File: src/rtl/exec_sequencer.sv
// exec_sequencer: execute-stage issue/retire controller timing ALU/MUL/DIV latency and holding the result tag for writeback.
// Optional perf counters enabled by defining EXEC_SEQ_PERF_EN.
module exec_sequencer #(
  parameter int MUL_LAT = 3,
  parameter int DIV_LAT = 32
) (
  input  logic        CLK,
  input  logic        RST,
  input  logic        IN_VALID,
  output logic        IN_READY,
  input  logic [1:0]  IN_CLASS,
  input  logic [4:0]  IN_RD,
  output logic        EX_START,
  output logic [1:0]  EX_CLASS,
  output logic        OUT_VALID,
  input  logic        OUT_READY,
  output logic [4:0]  OUT_RD,
  input  logic        FLUSH,
  output logic        BUSY,
  output logic [31:0] PERF_STALL,
  output logic [31:0] PERF_OPS
);
  typedef enum logic [1:0] {IDLE, EXEC, DONE} state_t;
  state_t      state_q, state_d;
  logic [5:0]  cnt_q, cnt_d, lat;
  logic [1:0]  cls_q, cls_d;
  logic [4:0]  rd_q, rd_d;
  logic        accept;
  always_comb begin
    lat      = IN_CLASS == 2'd1 ? 6'(MUL_LAT) : IN_CLASS == 2'd2 ? 6'(DIV_LAT) : 6'd1;
    IN_READY = !FLUSH && (state_q == IDLE || (state_q == DONE && OUT_READY));
    accept   = IN_VALID && IN_READY;
    state_d  = state_q;
    cnt_d    = cnt_q;
    cls_d    = cls_q;
    rd_d     = rd_q;
    if (FLUSH) begin
      state_d = IDLE;
      cnt_d   = '0;
    end else if (accept) begin
      cls_d   = IN_CLASS;
      rd_d    = IN_RD;
      state_d = lat == 6'd1 ? DONE : EXEC;
      cnt_d   = lat == 6'd1 ? 6'd0 : lat - 6'd2;
    end else if (state_q == EXEC) begin
      state_d = cnt_q == 6'd0 ? DONE : EXEC;
      cnt_d   = cnt_q == 6'd0 ? 6'd0 : cnt_q - 6'd1;
    end else if (state_q == DONE && OUT_READY) begin
      state_d = IDLE;
    end
  end
  always_ff @(posedge CLK or posedge RST) begin
    if (RST) begin
      state_q <= IDLE;
      cnt_q   <= '0;
      cls_q   <= '0;
      rd_q    <= '0;
    end else begin
      state_q <= state_d;
      cnt_q   <= cnt_d;
      cls_q   <= cls_d;
      rd_q    <= rd_d;
    end
  end
  assign EX_START  = accept;
  assign EX_CLASS  = cls_q;
  assign OUT_RD    = rd_q;
  assign OUT_VALID = state_q == DONE;
  assign BUSY      = state_q != IDLE;
`ifdef EXEC_SEQ_PERF_EN
  logic [31:0] stall_q, stall_d, ops_q, ops_d;
  // A DONE result killed by FLUSH is not a retirement.
  always_comb begin
    stall_d = stall_q + 32'(IN_VALID && !IN_READY);
    ops_d   = ops_q + 32'(OUT_VALID && OUT_READY && !FLUSH);
  end
  always_ff @(posedge CLK or posedge RST) begin
    if (RST) begin
      stall_q <= '0;
      ops_q   <= '0;
    end else begin
      stall_q <= stall_d;
      ops_q   <= ops_d;
    end
  end
  assign PERF_STALL = stall_q;
  assign PERF_OPS   = ops_q;
`else
  assign PERF_STALL = '0;
  assign PERF_OPS   = '0;
`endif
endmodule

File: config.mk
export PLATFORM = sky130hd
export DESIGN_NAME = exec_sequencer
export DESIGN_NICKNAME = d
export VERILOG_FILES = /design/src/rtl/exec_sequencer.sv
export SDC_FILE = /design/constraint.sdc
export NUM_CORES = 1
export LEC_CHECK = 0
export ABC_AREA = 1
export CORE_MARGIN = 5
export CORE_UTILIZATION = 41
export CTS_BUF_LIST = sky130_fd_sc_hd__clkbuf_4 sky130_fd_sc_hd__clkbuf_8
export CTS_CLUSTER_SIZE = 28
export DETAILED_ROUTE_END_ITERATION = 7
export GPL_TIMING_DRIVEN = 0
export PLACE_DENSITY = 0.95
export SLEW_MARGIN = 10
export SYNTH_ARGS = -nofsm -noshare
export SYNTH_HDL_FRONTEND = slang
export SYNTH_SLANG_ARGS = --single-unit
export TNS_END_PERCENT = 1
File: constraint.sdc
create_clock -name CLK -period 2.3 [get_ports CLK]
set_clock_uncertainty 0.15 [all_clocks]
set_input_delay 0.345 -clock CLK [delete_from_list [all_inputs] [get_ports CLK]]
set_output_delay 0.345 -clock CLK [all_outputs]
set_load 0.1 [all_outputs]
==> impl_results.md <==
* Final worst slack at 0.05694 ns
* Die X-Extent at 67.62 um
* Largest net degree at the start of global routing at 16
* CTS clock-pin slew for the worst setup and hold paths at 0.10 ns
* DRC violations left at 0
* Layout cell share with drive strength beyond 1 at 27.80%
* Worst-Margin Slew at 0.9772 ns
* Finished Layout Cells at 323
* Most area-hungry cell type in the Yosys netlist: buf_4
* Post-synthesis register bit count at 15
* Placed cell count at 319
* Worst path bufs/invs at 2
* Worst Setup End Kind: output pin
* Nets at 293
* Crit path kind: reg -> out
* Gr busiest metal: met2
* Met1 Use GR at 13.36%
* CTS buffer count at 3
* Crit-path slowest cell: dlygate4sd2_1
* CTS Sinks at 15
* Final setup fails at 0
* Minimum clock period at 2.243 ns
* Vert. Die Dim at 67.62 um
* Top-count cell post-synth: buf_4
* CP Max Fanout at 4
* Vias per cell at 3.718
* Post-CTS Repair Setup Buffers at 0
* Status: complete, no violations
* Final period util at 97.52%
* Detail Route Antenna Nets at 0
* Synth Cell Area at 0.001361 mm^2
* DP HPWL at 2405 um
* Initial antenna violation count at 0
* Yosys top cell area share at 35.29%
* Worst min-delay path category: in -> async
* Pre-CTS setup slack at -0.7267 ns
* Unrepaired setup endpoints after global routing: true
* Die Area at 0.004572 mm^2
* # rows at 21
* CTS max path bufs at 2
* Top cells by count, synth: buf_4, nand2_1, dfrtp_1, inv_1, nand3_1
* Worst-Skew Late Latency at 0.29 ns
* Met2 Usage GRT at 21.39%
* Crit-path max cell delay at 0.86 ns
* # H-tree levels at 1
* Root buf cell: clkbuf_4
* Gr usage total at 12.09%
* Pwr/cell area at 966.8 mW/mm^2
* Antenna cells at 0
* DRT iter0 DRCs at 16
* Area contributors post-synth: buf_4, dfrtp_1, nand2_1
* Seq/Total Area, Yosys at 27.57%
* Setup crit start kind: flop
* Top delay family on crit path: buffers and inverters
* Synth warnings at 0
* Final Hold Fails at 0
* Core ar. at 0.003284 mm^2
* Final setup TNS at 0 ns
* CP Cell Sequence: inv_1 -> nor2_1 -> dlygate4sd2_1
* Routed vias at 1201
* Max-capacitance violation count at 0
* Post-synth ARST share at 100.0%
* GRT Residual Overflow at 0
* Routability Congestion at 0.8851
* CTS tree: built
* Met3 Resource Use GR at 3.661%
* Pins Over Slew Limit at 0
* Slew margin rel. at 34.75%
* Mapped Avg Cell Area at 7.241 um^2
* First-pass GRT wire length at 4319 um
* Synth-to-layout area growth at 40.44%
* Drt wl/cell at 8.774 um
* Top Ports at 87
* Synth cell types at 20
* Detailed Route WL at 2834 um
* Post-synth EDFFs at 0
* Number of global-route vias before repair at 1043
* CP required at 1.80 ns
* Syn Inst Count at 188
* PortBufs at 22
* Static Leakage at 0.001244 uW
* DR pass1 iterations at 4
* Top_reg_cell synth: dfrtp_1
* Max VDD drop at 0.5113 mV
* Fmax at 0.4458 GHz
* CP arrival at 1.75 ns
* Initial Util at 41.45%
[flip-flops by register name, indices dropped and copies added, names as in the netlist]
name and count:
cnt_q 6, OUT_RD 5, EX_CLASS 2, state_q 2
[final timing paths]
check | startpoint | to | slack, ns | cells past startpoint
setup / recovery | state_q[1]$_DFFE_PP0P_ | OUT_VALID | 0.06 | 3
hold / removal | RST | EX_CLASS[1]$_DFFE_PP0P_ | 0.25 | 2
setup reg to reg | cnt_q[0]$_DFFE_PP0P_ | state_q[0]$_DFFE_PP0P_ | 0.74 | 7
hold reg to reg | OUT_RD[1]$_DFFE_PP0P_ | OUT_RD[1]$_DFFE_PP0P_ | 0.33 | 2
max in group asynchronous | RST | state_q[0]$_DFFE_PP0P_ | 1.36 | 2
min in group CLK | OUT_RD[1]$_DFFE_PP0P_ | OUT_RD[1]$_DFFE_PP0P_ | 0.33 | 2
[area by class of cell]
class	instances	area (um^2)
multi-input cells	154	666.9
inverters	17	63.81
fillers	315	1373
clock buffers	4	30.03
flip-flops and latches	15	375.4
plain buffers	65	491.7
well taps	46	57.56
repair buffers	22	226.5
[kinds of logic (layout without fill, tap and decap cells)]
logic type / Yosys count / after routing / share of synthesized area (%)
other cells: 1 / 64 / 0.2755
flops: 15 / 15 / 27.57
compound gates: 9 / 9 / 4.596
buf+inv: 82 / 108 / 40.81
fa+ha+maj: 3 / 3 / 2.758
simple gates: 78 / 78 / 23.99
[power breakdown]
| group | switching, uW | internal, uW | leakage (uW) |
|---|---|---|---|
| Combinational | 1040 | 265 | 0.00103 |
| Sequential | 52.8 | 322 | 0.000196 |
| Clock | 92.1 | 79.3 | 0.0000184 |
| Total | 1180 | 667 | 0.00124 |
[worst reg2reg max path, cell delays in order, from the launching register on]
cell     delay (ns)
dfrtp_1        0.42
inv_1          0.12
ha_1           0.23
nand3_1        0.21
nand2_1        0.13
nand2_1        0.06
nand3_1        0.07
o21ai_1        0.06
[timing repair]
item	CTS	global route
hold buffers	0	0
resized for setup	13	7
endpoints found under the setup margin	6	7
[per-layer routing]
layer  share of wire [%]  up-vias  routed length, um
li1                    -      624                  -
met1                  39      523               1099
met2                  51       50               1439
met3                 9.0        4                254
met4                 1.4        0                 40
met5                   0        -                  0
[placed cells by master (no fill, tap or decap), drive strengths merged, types with 4 or more instances in the layout]
cell type | synthesis | routed
buf | 65 | 66
o21ai | 5 | 5
clkbuf | 0 | 4
nand2 | 53 | 53
inv | 17 | 17
dlymetal6s2s | 0 | 5
nor2 | 11 | 11
nand3 | 12 | 12
dfrtp | 15 | 15
clkdlybuf4s50 | 0 | 11
conb | 1 | 64
[metrics by stage]
step | hold WS, ns | power [uW] | utilization [%] | area [um^2]
2_1_floorplan | 0.09648 | 1510 | - | 1598
3_3_place_gp | 0.3128 | 1676 | 57.10 | 1876
3_5_place_dp | 0.3192 | 1689 | 57.10 | 1876
4_1_cts | 0.2690 | 1845 | 57.83 | 1899
5_1_grt | 0.3152 | 1947 | 58.21 | 1912
6_report | 0.2491 | 1848 | 58.21 | 1912
No activity file was read; power rests on OpenSTA's default activity.
